--- src/rtl/add32_seq_ctrl.sv ---
// Sequences a 2*HW-bit add as low half then high half over one shared HW-bit
// clocked adder, chaining the low-half carry into the high half.
module add32_seq_ctrl #(
  parameter int ADD_LAT = 1,
  parameter int HW      = 16
) (
  input  logic            clk,
  input  logic            rst,
  input  logic            in_valid,
  output logic            in_ready,
  input  logic [2*HW-1:0] in_a,
  input  logic [2*HW-1:0] in_b,
  input  logic            in_cin,
  output logic            out_valid,
  input  logic            out_ready,
  output logic [2*HW-1:0] out_sum,
  output logic            out_cout,
  output logic            busy,
  output logic [HW-1:0]   add_a,
  output logic [HW-1:0]   add_d,
  output logic            add_cin,
  input  logic [HW-1:0]   add_p,
  input  logic            add_cout
);

  typedef enum logic [1:0] {
    S_IDLE = 2'd0,
    S_LO   = 2'd1,
    S_HI   = 2'd2,
    S_DONE = 2'd3
  } state_t;

  localparam logic [2:0] TERM = 3'(ADD_LAT);

  state_t          state_q, state_d;
  logic [2:0]      cnt_q, cnt_d;
  logic [2*HW-1:0] a_q, b_q;
  logic            cin_q;
  logic [HW-1:0]   sum_lo_q;
  logic            c_lo_q;
  logic [2*HW-1:0] sum_q;
  logic            cout_q;
  logic            last, accept, out_hs;

  // Each half holds the adder inputs for ADD_LAT+1 cycles; the last edge sees p.
  assign last   = (cnt_q == TERM);
  assign accept = in_valid & in_ready;
  assign out_hs = out_valid & out_ready;

  always_ff @(posedge clk) begin
    if (rst) begin
      state_q <= S_IDLE;
    end else begin
      state_q <= state_d;
    end
  end

  always_comb begin
    state_d = state_q;
    unique case (state_q)
      S_IDLE: if (accept) state_d = S_LO;
      S_LO:   if (last)   state_d = S_HI;
      S_HI:   if (last)   state_d = S_DONE;
      S_DONE: if (out_hs) state_d = S_IDLE;
      default:            state_d = S_IDLE;
    endcase
  end

  always_comb begin
    in_ready  = (state_q == S_IDLE) & ~rst;
    busy      = (state_q != S_IDLE);
    out_valid = (state_q == S_DONE);
    add_a     = '0;
    add_d     = '0;
    add_cin   = 1'b0;
    unique case (state_q)
      S_LO: begin
        add_a   = a_q[HW-1:0];
        add_d   = b_q[HW-1:0];
        add_cin = cin_q;
      end
      S_HI: begin
        add_a   = a_q[2*HW-1:HW];
        add_d   = b_q[2*HW-1:HW];
        add_cin = c_lo_q;
      end
      default: ;
    endcase
  end

  // Counter restarts on every state change and saturates at the terminal count.
  always_comb begin
    if (state_d != state_q) begin
      cnt_d = '0;
    end else if (last) begin
      cnt_d = cnt_q;
    end else begin
      cnt_d = cnt_q + 3'd1;
    end
  end

  always_ff @(posedge clk) begin
    if (rst) begin
      cnt_q    <= '0;
      a_q      <= '0;
      b_q      <= '0;
      cin_q    <= 1'b0;
      sum_lo_q <= '0;
      c_lo_q   <= 1'b0;
      sum_q    <= '0;
      cout_q   <= 1'b0;
    end else begin
      cnt_q <= cnt_d;
      if (accept) begin
        a_q   <= in_a;
        b_q   <= in_b;
        cin_q <= in_cin;
      end
      if (state_q == S_LO && last) begin
        sum_lo_q <= add_p;
        c_lo_q   <= add_cout;
      end
      if (state_q == S_HI && last) begin
        sum_q  <= {add_p, sum_lo_q};
        cout_q <= add_cout;
      end
    end
  end

  assign out_sum  = sum_q;
  assign out_cout = cout_q;

endmodule

--- config.mk ---
export PLATFORM = sky130hd
export DESIGN_NAME = add32_seq_ctrl
export DESIGN_NICKNAME = d
export VERILOG_FILES = /design/src/rtl/add32_seq_ctrl.sv
export SDC_FILE = /design/constraint.sdc
export NUM_CORES = 1
export LEC_CHECK = 0
export BUFFER_PORTS_ARGS = -buffer_cell sky130_fd_sc_hd__buf_2
export CAP_MARGIN = 0
export CORE_UTILIZATION = 51
export CTS_CLUSTER_DIAMETER = 60
export DETAILED_ROUTE_END_ITERATION = 16
export PLACE_DENSITY = 0.81
export SLEW_MARGIN = 20
export SYNTH_ARGS = -nofsm -noshare
export SYNTH_HDL_FRONTEND = slang
export SYNTH_SLANG_ARGS = --single-unit
--- constraint.sdc ---
create_clock -name clk -period 1.98 [get_ports clk]
set_input_delay 0.396 -clock clk [delete_from_list [all_inputs] [get_ports clk]]
set_output_delay 0.396 -clock clk [all_outputs]
set_load 0.005 [all_outputs]
=== Word level (Yosys, flattened, before mapping) ===
Index checks and enable logic that the tools add are counted.

* Register bits after elaboration: 120
* Input port bits: 86
* Output and inout port bits: 69
* Logic and storage cells: 32

* $add $sub $neg: 1
* Eq/ne operators: 5
* Mux-type cells: 8
* Bitwise gates (word level): 4
* Reductions and logical operators: 5

{| class="wikitable"
|+ Operators by type and width
! kind !! number
|-
| $pmux W16 S2 || 2
|-
| $mux W2 || 4
|-
| $pmux W2 S4 || 1
|-
| $eq A2 B2 Y1 const B || 2
|-
| $add A3 B1 Y3 const B || 1
|-
| $and A1 B1 Y1 || 3
|-
| $eq A3 B1 Y1 const B || 1
|-
| $eq A2 B1 Y1 const B || 1
|-
| $logic_and A1 B1 Y1 || 2
|-
| $logic_not A2 Y1 || 1
|-
| $ne A2 B2 Y1 || 1
|-
| $pmux W1 S2 || 1
|-
| $reduce_bool A2 Y1 || 1
|-
| $reduce_or A2 Y1 || 1
|-
| $not A1 Y1 || 1
|}

=== Depth between registers and ports, before layout ===
Gate-level depths: netlist of run 1.

* Depth after elaboration: 7
* Depth in mapped cells: 8
* Gate-level depth less buffers: 6

=== Worst setup path after synthesis of run 1 ===
OpenSTA, ideal clock, no wires.

* Path kind: register to register
* Start point: register state_q[0]
* End point: register cnt_q[0]
* Library setup time: 0.092 ns
* Arrival: 1.658 ns
* Required time: 1.888 ns
* Setup slack: 0.230 ns
* Stages on the path, launching flop included: 9
* Path buffers: 2
* Clock period less this slack: 1.750 ns
* Path through: dfxtp_1 -> inv_1 -> ha_1 -> buf_6 -> and3b_1 -> buf_6 -> a211oi_4 -> a21oi_2 -> nor4_1

* Word-level cells in the longest chain between the ends: 7
* Elaborated cells between the ends (all ways): 14
* Classes of those cells: 4 x eq/ne; 5 x mux; 3 x bitwise; 2 x reduce/logical

{| class="wikitable"
|+ Ends and longest elaborated chain
! item !! line !! RTL
|-
| start: declaration || 35 || <nowiki>state_t state_q, state_d;</nowiki>
|-
| start signal: assignment || 54 || <nowiki>state_q <= state_d;</nowiki>
|-
| $logic_not A2 Y1 || 60, 70 ||
|-
| $and A1 B1 Y1 || 70 || <nowiki>in_ready = (state_q == S_IDLE) & ~rst;</nowiki>
|-
| $and A1 B1 Y1 || 47 || <nowiki>assign accept = in_valid & in_ready;</nowiki>
|-
| $mux W2 || 61 || <nowiki>S_IDLE: if (accept) state_d = S_LO;</nowiki>
|-
| $pmux W2 S4 || 60 || <nowiki>unique case (state_q)</nowiki>
|-
| $ne A2 B2 Y1 (*) || 93 || <nowiki>if (state_d != state_q) begin</nowiki>
|-
| $reduce_or A2 Y1 (no source line) (*) || -- ||
|-
| end signal: assignment || 113 || <nowiki>cnt_q <= cnt_d;</nowiki>
|-
| end: declaration || 36 || <nowiki>logic [2:0] cnt_q, cnt_d;</nowiki>
|}

Every way passes the cells marked *; elsewhere a longest branch is shown, timed or not.
A chain may end at the register's enable or synchronous reset.

=== Worst setup path in the final report of run 1 ===
* Start point: register state_q[0]
* End point: output add_a[10]

* Word-level cells in the longest chain between the ends: 2
* Elaborated cells between the ends (all ways): 3
* Classes of those cells: 2 x eq/ne; 1 x mux

{| class="wikitable"
|+ Ends and longest elaborated chain
! item !! line !! RTL
|-
| $eq A2 B2 Y1 or $eq A2 B1 Y1 (tied branches) || 76 || <nowiki>unique case (state_q)</nowiki>
|-
| $pmux W16 S2 (*) || 76 ||
|-
| end: declaration || 19 || <nowiki>output logic [HW-1:0] add_a,</nowiki>
|}

Marked as above.

==> impl_summary.log, run 1 <==
[metrics] result of the run: finished with violations
[metrics] violations in the final reports: setup timing
[metrics] post-route clock period utilization: 1.090
[metrics] Critical-path top delay cell: sky130_fd_sc_hd__dfxtp_2
[metrics] Synth Cell Area: 0.004992 mm2
[metrics] Total Wirelength: approximately 14,000 um
[metrics] capture point of the worst path: add_a[10]
[metrics] io pins: 155
[metrics] final count of pins violating max slew: 0
[metrics] post-route cell area: 0.006797 mm2
[metrics] # setup viols final: 33
[metrics] Worst setup SP type: flip-flop
[metrics] Total GRT Usage: 0.2643
[metrics] slew at the pin closest to its max-slew limit: slightly above 0.7 ns
[metrics] TritonCTS clock tree: built
[metrics] max frequency: approximately 460 MHz
[metrics] reported max-cap violation count: 0
[metrics] worst reg2reg startpoint: state_q[0]$_SDFF_PP0_
[metrics] initial antenna violation count: 0
[metrics] fraction of final layout cells with drive strength greater than 1: 0.3248
[metrics] final core utilization: 0.7252
[metrics] final cell count without fillers: 908
[metrics] Area Overhead vs Synth: 36.14%
[metrics] met2 usage in global routing: 0.4431
[metrics] global-route track usage on met1: 0.3185
[metrics] Clock Skews: just over 0.008 ns
[metrics] commonest non-fill, non-tap cell in the layout: sky130_fd_sc_hd__nand2_1
[metrics] post-placement cell area: around 0.0058 mm2
[metrics] hold violation total from the final report: 0
[metrics] register area share after synthesis: 0.4812
[metrics] Worst path most repeated cell: sky130_fd_sc_hd__buf_4
[metrics] Setup WS post-layout: -0.1789 ns
[metrics] Area contributors post-synth: sky130_fd_sc_hd__dfxtp_1, sky130_fd_sc_hd__nand2_1, sky130_fd_sc_hd__nand2b_1
[metrics] clock-pin transition on the worst setup and hold timing paths: 0.06 ns
[metrics] Max clock buf depth: 2
[metrics] number of nets with antenna violations after routing: 0
[metrics] warnings from Yosys: 0
[metrics] fraction of power spent switching nets: 0.2550
[metrics] type of the most critical hold path: in2reg
[metrics] endpoint of the worst-slack reg-to-reg timing path: cnt_q[2]$_SDFFE_PP0N_
[metrics] sequential group share of total power: 0.421
[metrics] die area: 0.01019 mm2
[metrics] 1st-iter DRT viols: 225
[metrics] final worst path period need: about 2.2 ns
[metrics] area share of and/or/nand/nor cells after synthesis: 0.2692
[metrics] CP arrival: roughly 1.8 ns
[metrics] number of buffers and inverters on the critical path: 3
[metrics] largest family of logic cells by synthesized area: simple AND/OR/NAND/NOR gates
[metrics] switching power summed over all nets: 1609 uW
[metrics] setup repair after global routing missed its margin: yes
[metrics] ratio of total power to cell area: 928.2 mW/mm2
[metrics] quantity of hold-fixing buffers added after cts: 0
[metrics] Core Box Area: around 0.0094 mm2
[metrics] Worst path max stage delay: between 0.3 and 0.4 ns
[metrics] H-Tree Level Count: 4
[metrics] most used routing layer: met2
[metrics] Synth Instances: roughly 620
[metrics] global-route wire length before repair: slightly above 20,000 um
[metrics] number of cells in the design after placement: 870
[metrics] Worst Reg-to-Reg Cells: 7
[metrics] Chip Height: 100.9 um
[metrics] arithmetic-cell share of the synthesized area counting full adders, half adders and majority gates: 0.01754
[metrics] Congestion Overflow GR: 0
[metrics] critical-path maximum fanout: 6
[metrics] worst slew margin relative to its limit: 0.5223
[metrics] site row count: 35
[metrics] Internal Dissipation: 4700 uW
[metrics] clock insertion delay at the later pin of the skew report: just over 0.5 ns
[metrics] Synth Net Count: 714
[metrics] clock network power share: 0.478
[metrics] flop-to-flop setup slack: 0.14 ns
[metrics] via density per instance: roughly 5.2
[metrics] setup TNS: -4.084 ns
[metrics] via count of the first global-routing pass: around 4,400
[metrics] critical path depth in cells: 6
[metrics] pin count of the biggest net entering global routing: 80
[metrics] Die Span X: about 100 um
[metrics] Clock Root Buffer: sky130_fd_sc_hd__clkbuf_8
[metrics] Residual DRC: 0
[metrics] Via Count: between 4,000 and 5,000
[metrics] mean instance size in the synthesized netlist: around 8.0 um2
[metrics] XOR/XNOR share of the synthesized area: 0.001754
[metrics] port bufs: 154
[metrics] distinct cell type count after synthesis: 27
[metrics] post-synthesis register bit count: 120
[metrics] number of filler cells placed in the layout: approximately 700
[metrics] CP top delay family: buffers and inverters
[metrics] portion of total power attributed to combinational logic: 0.100
[metrics] CTS Sinks: 120
[metrics] met3 demand-to-capacity share in global routing: 0.06172
[metrics] top library cells by usage in the layout, fill and taps aside: sky130_fd_sc_hd__nand2_1, sky130_fd_sc_hd__buf_2, sky130_fd_sc_hd__dfxtp_1
[metrics] crit path kind: reg2out
[metrics] mux share of post-synthesis cell area: 0.002005
[metrics] Static Leak: ~0.0027 uW
[metrics] share of Yosys cell area claimed by the top area cell type: 0.4812
[metrics] most area-hungry cell type in the Yosys netlist: sky130_fd_sc_hd__dfxtp_1
[metrics] Hold Slack: slightly above 0.07 ns
[metrics] Post-layout nets: roughly 860
[metrics] share of the synthesized area in compound gates (AO/OA/AOI/OAI): 0.1774
[metrics] start point of the critical path: state_q[0]$_SDFF_PP0_
[metrics] initial cell density of the core: 0.5327
[metrics] kind of end point of the critical path: primary output
[metrics] antenna cell count: 0
[metrics] hpwl dp: 8145 um
[metrics] routability cong.: between 0.8 and 0.9
[metrics] 1st-pass router iterations: 5
[metrics] total CTS buffers: 17
[metrics] data required time of the worst path: approximately 1.6 ns
[metrics] DR WL/cell: between 15 and 20 um
[metrics] Peak VDD IR: slightly above 0.5 mV
[metrics] cell-by-cell trace of the critical path: buf_4 -> ha_4 -> buf_4 -> a22oi_2 -> nor2b_4 -> buf_2
-- kinds of logic after synthesis --
| logic type | count (synthesis) |
|---|---|
| buf+inv | 56 |
| compound gates | 155 |
| flops | 120 |
| fa+ha+maj | 7 |
| xor+xnor | 1 |
| mux | 1 |
| simple gates | 281 |
-- sequential cells by signal (all words and copies together) (netlist names) --
name      flops
cnt_q         3
state_q       2
a_q          32
out_cout      1
c_lo_q        1
sum_lo_q     16
out_sum      32
cin_q         1
b_q          32
-- Yosys cell counts, drive strengths merged --
cell    number
a211oi       1
a21oi       53
a22oi       33
a31oi        1
and2         1
and3b        3
and4b        1
buf         27
clkbuf      22
dfxtp      120
ha           7
inv          7
mux2i        1
nand2      168
nand2b      66
nor2         2
nor2b       35
nor3         1
nor3b        1
nor4         3
o21ai       66
o311ai       1
xor2         1
-- layer usage --
layer | up-vias | routed length (um)
met5 | - | 0
met3 | 34 | 804
met4 | 0 | 365
met1 | 2204 | 5658
li1 | 2338 | -
met2 | 183 | 6877
-- worst min-delay path, cell delays in order --
cell,delay (ns)
sky130_fd_sc_hd__buf_2,0.07
sky130_fd_sc_hd__nand2_1,0.03
sky130_fd_sc_hd__o21ai_0,0.05
-- how the worst min path moves through the flow --
stage | cells after the start | slack, ns | to | from
after floorplan | 2 | 0.43 | out_sum[0]$_SDFFE_PP0P_ | sum_lo_q[0]$_SDFFE_PP0P_
after global routing | 3 | 0.06 | b_q[19]$_SDFFE_PP0P_ | in_b[19]
after CTS | 3 | 0.06 | b_q[19]$_SDFFE_PP0P_ | in_b[19]
after detailed placement | 2 | 0.44 | out_sum[1]$_SDFFE_PP0P_ | sum_lo_q[1]$_SDFFE_PP0P_
final | 3 | 0.07 | b_q[19]$_SDFFE_PP0P_ | in_b[19]
after global placement | 2 | 0.44 | out_sum[4]$_SDFFE_PP0P_ | sum_lo_q[4]$_SDFFE_PP0P_
-- timing repair --
action	4_1_cts	5_1_grt
pin swaps	5	6
setup buffers	1	2
hold endpoints to repair	0	0
gates cloned	2	1
setup endpoints to repair	33	33
resized for setup	45	18
-- through the flow --
stage	setup WS (ns)	power (uW)
floorplan	0.2301	3016
finish	-0.1789	6308
CTS	-0.1423	6287
global placement	0.2003	3203
global route	-0.2246	6519
detailed placement	0.1344	3226
-- power groups by stage --
stage                     combinational (uW)  clock [uW]  sequential, uW
after global routing                     697        3150            2670
after global placement                   520           0            2680
after floorplan                          350           0            2670
after CTS                                595        3040            2650
final                                    633        3020            2660
after detailed placement                 537           0            2690
-- layout make-up --
cell class | count | area, um2 | share of cell area
clock inverters | 14 | 161.4 | 0.02375
inverters | 7 | 33.78 | 0.004971
well taps | 129 | 161.4 | 0.02375
multi-input cells | 445 | 2549 | 0.3750
clock buffers | 18 | 427.9 | 0.06296
repair buffers | 175 | 1056 | 0.1554
flip-flops and latches | 120 | 2407 | 0.3542
Note: power is estimated with default switching activity, not from simulation.
==> inputs of run 2 (changes only) <==
BUFFER_PORTS_ARGS = -buffer_cell sky130_fd_sc_hd__clkbuf_2   (was -buffer_cell sky130_fd_sc_hd__buf_2)
CORE_MARGIN = 2   (was not set)
==> impl_summary.log, run 2 (synthesis gave the netlist of run 1 again) <==
[metrics] type of the most critical hold path: in2reg (unchanged)
[metrics] multi-input combinational cell area: 0.002469 mm2 (was 0.002549 mm2)
[metrics] H-Tree Level Count: 4 (unchanged)
[metrics] Congestion Overflow GR: 0 (unchanged)
[metrics] number of nets with antenna violations after routing: 0 (unchanged)
[metrics] worst slew margin relative to its limit: 0.6810 (was 0.5223)
[metrics] hold violation total from the final report: 0 (unchanged)
[metrics] Critical-path top delay cell: sky130_fd_sc_hd__dfxtp_2 (unchanged)
[metrics] Die Span X: 102.9 um (was 100.9 um)
[metrics] commonest non-fill, non-tap cell in the layout: sky130_fd_sc_hd__nand2_1 (unchanged)
[metrics] Via Count: 4,789 (was 4,759)
[metrics] final cell count without fillers: 917 (was 908)
[metrics] number of buffers and inverters on the critical path: 3 (unchanged)
[metrics] pin count of the biggest net entering global routing: 66 (was 80)
[metrics] CP arrival: 1.75 ns (was 1.76 ns)
[metrics] top library cells by usage in the layout, fill and taps aside: sky130_fd_sc_hd__nand2_1, sky130_fd_sc_hd__clkbuf_2, sky130_fd_sc_hd__dfxtp_1 (was sky130_fd_sc_hd__nand2_1, sky130_fd_sc_hd__buf_2, sky130_fd_sc_hd__dfxtp_1)
[metrics] ratio of total power to cell area: 925.7 mW/mm2 (was 928.2 mW/mm2)
[metrics] hpwl dp: 8754 um (was 8145 um)
[metrics] max frequency: 465.9 MHz (was 463.2 MHz)
[metrics] # setup viols final: 33 (unchanged)
[metrics] crit path kind: reg2out (unchanged)
[metrics] final core utilization: 0.7031 (was 0.7252)
[metrics] routability cong.: 0.9096 (was 0.8100)
[metrics] Static Leak: 0.002695 uW (was 0.002711 uW)
[metrics] port bufs: 154 (unchanged)
[metrics] Total Wirelength: 14,070 um (was 13,710 um)
[metrics] Core Box Area: 0.009639 mm2 (was 0.009371 mm2)
[metrics] initial antenna violation count: 0 (unchanged)
[metrics] Worst path max stage delay: 0.35 ns (was 0.34 ns)
[metrics] clock insertion delay at the later pin of the skew report: 0.52 ns (was 0.51 ns)
[metrics] initial cell density of the core: 0.5179 (was 0.5327)
[metrics] TritonCTS clock tree: built (unchanged)
[metrics] Peak VDD IR: 0.6596 mV (was 0.5067 mV)
[metrics] slew at the pin closest to its max-slew limit: 0.4776 ns (was 0.7166 ns)
[metrics] quantity of hold-fixing buffers added after cts: 0 (unchanged)
[metrics] 1st-iter DRT viols: 222 (was 225)
[metrics] CTS Sinks: 120 (unchanged)
[metrics] Total GRT Usage: 0.2494 (was 0.2643)
[metrics] violations in the final reports: setup timing (unchanged)
[metrics] Area Overhead vs Synth: 35.76% (was 36.14%)
[metrics] global-route wire length before repair: 20,740 um (was 20,710 um)
[metrics] antenna cell count: 0 (unchanged)
[metrics] die area: 0.01060 mm2 (was 0.01019 mm2)
[metrics] clock-pin transition on the worst setup and hold timing paths: 0.06 ns (about the same)
[metrics] Clock Skews: 0.008150 ns (was 0.008306 ns)
[metrics] Worst setup SP type: flip-flop (unchanged)
[metrics] kind of end point of the critical path: primary output (unchanged)
[metrics] Max clock buf depth: 2 (unchanged)
[metrics] post-route clock period utilization: 1.084 (was 1.090)
[metrics] CP top delay family: buffers and inverters (unchanged)
[metrics] reported max-cap violation count: 0 (unchanged)
[metrics] number of cells in the design after placement: 875 (was 870)
[metrics] number of filler cells placed in the layout: 754 (was 703)
[metrics] cell-by-cell trace of the critical path: inv_2 -> ha_4 -> buf_12 -> nor2b_2 -> buf_2 (was buf_4 -> ha_4 -> buf_4 -> a22oi_2 -> nor2b_4 -> buf_2)
[metrics] 1st-pass router iterations: 5 (unchanged)
[metrics] site row count: 36 (was 35)
[metrics] fraction of final layout cells with drive strength greater than 1: 0.3099 (was 0.3248)
[metrics] via density per instance: 5.222 (was 5.241)
[metrics] Setup WS post-layout: -0.1663 ns (was -0.1789 ns)
[metrics] critical-path maximum fanout: 17 (was 6)
[metrics] DR WL/cell: 15.34 um (was 15.09 um)
[metrics] Residual DRC: 0 (unchanged)
[metrics] area occupied by registers: 0.002407 mm2 (unchanged)
[metrics] result of the run: finished with violations (unchanged)
[metrics] data required time of the worst path: 1.58 ns (about the same)
[metrics] Chip Height: 102.9 um (was 100.9 um)
[metrics] io pins: 155 (unchanged)
[metrics] final count of pins violating max slew: 0 (unchanged)
[metrics] Post-layout nets: 864 (was 859)
[metrics] final worst path period need: 2.146 ns (was 2.159 ns)
[metrics] via count of the first global-routing pass: 4,312 (was 4,401)
[metrics] setup repair after global routing missed its margin: yes (unchanged)
[metrics] Clock Root Buffer: sky130_fd_sc_hd__clkbuf_8 (unchanged)
[metrics] total CTS buffers: 17 (unchanged)
[run 2: timing repair]
action,4_1_cts,5_1_grt
pin swaps,2,7
setup buffers,2,4
endpoints found under the hold margin,0,0
setup endpoints to repair,34,33
gates cloned,1,3
gates resized for setup,34,27
[run 2: final timing paths]
kind | start | to | slack [ns] | depth (start not counted)
max | state_q[0]$_SDFF_PP0_ | add_d[13] | -0.17 | 5
min | in_a[13] | a_q[13]$_SDFFE_PP0P_ | 0.07 | 3
max reg2reg | state_q[0]$_SDFF_PP0_ | cnt_q[0]$_SDFFE_PP0N_ | 0.14 | 7
min reg2reg | out_sum[14]$_SDFFE_PP0P_ | out_sum[14]$_SDFFE_PP0P_ | 0.46 | 2
[run 2: cell type report]
cell class                      instances  share of cell area
Sequential cell                       120              0.3552
Tap cell                              133             0.02455
Inverter                                7            0.004615
Timing Repair Buffer                  180              0.1667
Clock inverter                         10             0.01791
Clock buffer                           22             0.06683
Multi-Input combinational cell        445              0.3642
[run 2: worst reg2reg max path: cells and delay by family (launching register included)]
family,cells,cell delay [ns]
flip-flops,1,0.35
buffers and inverters,3,0.36
AND/OR/NAND/NOR,1,0.23
AO/OA/AOI/OAI,2,0.59
adder cells (fa/ha/maj),1,0.22
[run 2: metal layers]
metal	vias to the layer above	global-route usage	routed length (um)
li1	2344	-	-
met1	2224	0.3215	5845
met2	191	0.4036	6898
met3	30	0.06576	993
met4	0	0.09008	331
met5	-	0	0
[run 2: where the power goes]
group          internal (uW)  switching (uW)  total [uW]
registers               2560            96.7        2650
logic                    310             342         653
clock network           1860            1110        2970
[run 2: through the flow]
| step | hold WS (ns) | area (um2) | setup TNS, ns | worst slack, ns | total power [uW] |
|---|---|---|---|---|---|
| floorplan | 0.4321 | 4992 | 0 | 0.2301 | 3016 |
| global placement | 0.4356 | 5874 | 0 | 0.2458 | 3216 |
| detailed placement | 0.4464 | 5874 | 0 | 0.1735 | 3238 |
| CTS | 0.06162 | 6620 | -3.299 | -0.1204 | 6214 |
| global route | 0.05710 | 6778 | -5.814 | -0.2252 | 6513 |
| finish | 0.06996 | 6778 | -3.382 | -0.1663 | 6274 |
==> inputs of run 3 (changes only) <==
CELL_PAD_IN_SITES_DETAIL_PLACEMENT = 1   (was not set)
CELL_PAD_IN_SITES_GLOBAL_PLACEMENT = 2   (was not set)
CORE_UTILIZATION = 28   (was 51)
PLACE_DENSITY = 0.79   (was 0.81)
==> impl_summary.log, run 3 (synthesis gave the netlist of run 1 again) <==
[metrics] violations in the final reports: setup timing (unchanged)
[metrics] top library cells by usage in the layout, fill and taps aside: sky130_fd_sc_hd__nand2_1, sky130_fd_sc_hd__clkbuf_2, sky130_fd_sc_hd__dfxtp_1 (unchanged)
[metrics] Residual DRC: 0 (unchanged)
[metrics] initial cell density of the core: 0.2876 (was 0.5179)
[metrics] final core utilization: 0.4077 (was 0.7031)
[metrics] final count of pins violating max slew: 0 (unchanged)
[metrics] Worst path max stage delay: 0.39 ns (was 0.35 ns)
[metrics] Total Wirelength: 16,750 um (was 14,070 um)
[metrics] initial antenna violation count: 1 (was 0)
[metrics] fraction of final layout cells with drive strength greater than 1: 0.3244 (was 0.3099)
[metrics] Clock Root Buffer: sky130_fd_sc_hd__clkbuf_16 (was sky130_fd_sc_hd__clkbuf_8)
[metrics] clock insertion delay at the later pin of the skew report: 0.42 ns (was 0.52 ns)
[metrics] area occupied by registers: 0.002410 mm2 (was 0.002407 mm2)
[metrics] cell-by-cell trace of the critical path: inv_6 -> ha_4 -> buf_12 -> a22oi_1 -> nor2b_2 -> buf_2 (was inv_2 -> ha_4 -> buf_12 -> nor2b_2 -> buf_2)
[metrics] Max clock buf depth: 2 (unchanged)
[metrics] total CTS buffers: 17 (unchanged)
[metrics] global-route wire length before repair: 25,010 um (was 20,740 um)
[metrics] post-route clock period utilization: 1.043 (was 1.084)
[metrics] pin count of the biggest net entering global routing: 73 (was 66)
[metrics] Hold Slack: 0.1722 ns (was 0.06996 ns)
[metrics] Total GRT Usage: 0.1732 (was 0.2494)
[metrics] worst slew margin relative to its limit: 0.5060 (was 0.6810)
[metrics] CP top delay family: flip-flops (was buffers and inverters)
[metrics] Setup WS post-layout: -0.08563 ns (was -0.1663 ns)
[metrics] result of the run: finished with violations (unchanged)
[metrics] Die Span X: 137.5 um (was 102.9 um)
[metrics] Via Count: 4,757 (was 4,789)
[metrics] Clock Skews: 0.007277 ns (was 0.008150 ns)
[metrics] Core Box Area: 0.01736 mm2 (was 0.009639 mm2)
[metrics] TritonCTS clock tree: built (unchanged)
[metrics] DR WL/cell: 16.60 um (was 15.34 um)
[metrics] slew at the pin closest to its max-slew limit: 0.7410 ns (was 0.4776 ns)
[metrics] 1st-pass router iterations: 4 (was 5)
[metrics] critical-path maximum fanout: 8 (was 17)
[metrics] number of nets with antenna violations after routing: 0 (unchanged)
[metrics] type of the most critical hold path: in2reg (unchanged)
[metrics] Static Leak: 0.002767 uW (was 0.002695 uW)
[metrics] Chip Height: 137.5 um (was 102.9 um)
[metrics] io pins: 155 (unchanged)
[metrics] site row count: 48 (was 36)
[metrics] H-Tree Level Count: 4 (unchanged)
[metrics] CTS Sinks: 120 (unchanged)
[metrics] clock-pin transition on the worst setup and hold timing paths: 0.06 ns (about the same)
[metrics] number of buffers and inverters on the critical path: 3 (unchanged)
[metrics] setup repair after global routing missed its margin: yes (unchanged)
[metrics] port bufs: 154 (unchanged)
[metrics] data required time of the worst path: 1.58 ns (about the same)
[metrics] hold violation total from the final report: 0 (unchanged)
[metrics] quantity of hold-fixing buffers added after cts: 0 (unchanged)
[metrics] 1st-iter DRT viols: 203 (was 222)
[metrics] number of filler cells placed in the layout: 2,062 (was 754)
[metrics] crit path kind: reg2out (unchanged)
[metrics] routability cong.: 0.8129 (was 0.9096)
[metrics] via density per instance: 4.715 (was 5.222)
[metrics] kind of end point of the critical path: primary output (unchanged)
[metrics] Post-layout nets: 863 (was 864)
[metrics] commonest non-fill, non-tap cell in the layout: sky130_fd_sc_hd__nand2_1 (unchanged)
[metrics] Worst setup SP type: flip-flop (unchanged)
[metrics] CP arrival: 1.67 ns (was 1.75 ns)
[metrics] ratio of total power to cell area: 962.1 mW/mm2 (was 925.7 mW/mm2)
[metrics] hpwl dp: 10,440 um (was 8754 um)
[metrics] max frequency: 484.1 MHz (was 465.9 MHz)
[metrics] Peak VDD IR: 0.6667 mV (was 0.6596 mV)
[metrics] reported max-cap violation count: 0 (unchanged)
[metrics] final worst path period need: 2.066 ns (was 2.146 ns)
[metrics] multi-input combinational cell area: 0.002530 mm2 (was 0.002469 mm2)
[metrics] Area Overhead vs Synth: 41.75% (was 35.76%)
[metrics] # setup viols final: 33 (unchanged)
[metrics] Congestion Overflow GR: 0 (unchanged)
[metrics] setup TNS: -1.666 ns (was -3.382 ns)
[metrics] via count of the first global-routing pass: 4,947 (was 4,312)
[metrics] die area: 0.01891 mm2 (was 0.01060 mm2)
[metrics] Critical-path top delay cell: sky130_fd_sc_hd__dfxtp_4 (was sky130_fd_sc_hd__dfxtp_2)
[run 3: cell types whose count changed in the layout (fill, tap and decap cells not counted), moves of 3 or more]
cell	delta
sky130_fd_sc_hd__a22oi_1	-11
sky130_fd_sc_hd__a22oi_2	+11
sky130_fd_sc_hd__buf_2	+9
sky130_fd_sc_hd__bufinv_16	+3
sky130_fd_sc_hd__clkbuf_16	+3
sky130_fd_sc_hd__clkbuf_2	-10
sky130_fd_sc_hd__clkinvlp_4	-3
sky130_fd_sc_hd__inv_6	+5
sky130_fd_sc_hd__nor2b_1	+3
sky130_fd_sc_hd__nor2b_2	-3
[run 3: routing by layer]
metal / global-route usage / vias up / wire length [um]
met4: 0.07102 / 0 / 320
met2: 0.2955 / 124 / 8080
li1: - / 2346 / -
met3: 0.05997 / 28 / 1016
met1: 0.1972 / 2259 / 7329
met5: 0 / - / 0
[run 3: final cells by class]
type                            instances  share of cell area
Antenna cell                            1           0.0003536
Clock buffer                           19             0.06259
Clock inverter                         13             0.03041
Inverter                                7            0.005127
Multi-Input combinational cell        445              0.3575
Sequential cell                       120              0.3405
Tap cell                              225             0.03978
Timing Repair Buffer                  179              0.1637
[run 3: per-stage QoR]
stage | setup slack [ns] | area [um2] | total power [uW] | cells
finish | -0.08563 | 7077 | 6809 | 1009
global placement | 0.1747 | 5987 | 3226 | 966
detailed placement | 0.09784 | 5987 | 3254 | 966
floorplan | 0.2301 | 4992 | 3016 | 621
CTS | -0.08875 | 6823 | 6827 | 1000
global route | -0.1575 | 7074 | 7083 | 1008
[run 3: what timing repair did]
action | in CTS | in global routing
buffers inserted | 0 | 2
endpoints found under the hold margin | 0 | 0
cloned | 2 | 6
pin swaps | 1 | 11
resized for setup | 33 | 45
endpoints found under the setup margin | 34 | 34
[run 3: tightest hold or removal path: cells and delay by family]
family | cells | cell delay (ns)
simple gates | 1 | 0.04
compound gates | 1 | 0.05
buf+inv | 1 | 0.08
[run 3: worst paths after layout]
kind / start / endpoint / slack (ns) / cells after the start
setup / recovery: state_q[0]$_SDFF_PP0_ / add_d[15] / -0.09 / 6
hold / removal: in_b[30] / b_q[30]$_SDFFE_PP0P_ / 0.17 / 3
setup reg to reg: state_q[0]$_SDFF_PP0_ / cnt_q[0]$_SDFFE_PP0N_ / 0.11 / 7
hold reg to reg: sum_lo_q[0]$_SDFFE_PP0P_ / out_sum[0]$_SDFFE_PP0P_ / 0.45 / 2
[run 3: power by group]
part,switching (uW),leakage [uW],total [uW],internal (uW)
Clock,1200,0.000319,3480,2280
Combinational,362,0.00147,671,309
Sequential,98.2,0.000982,2650,2560
Total,1660,0.00277,6810,5150
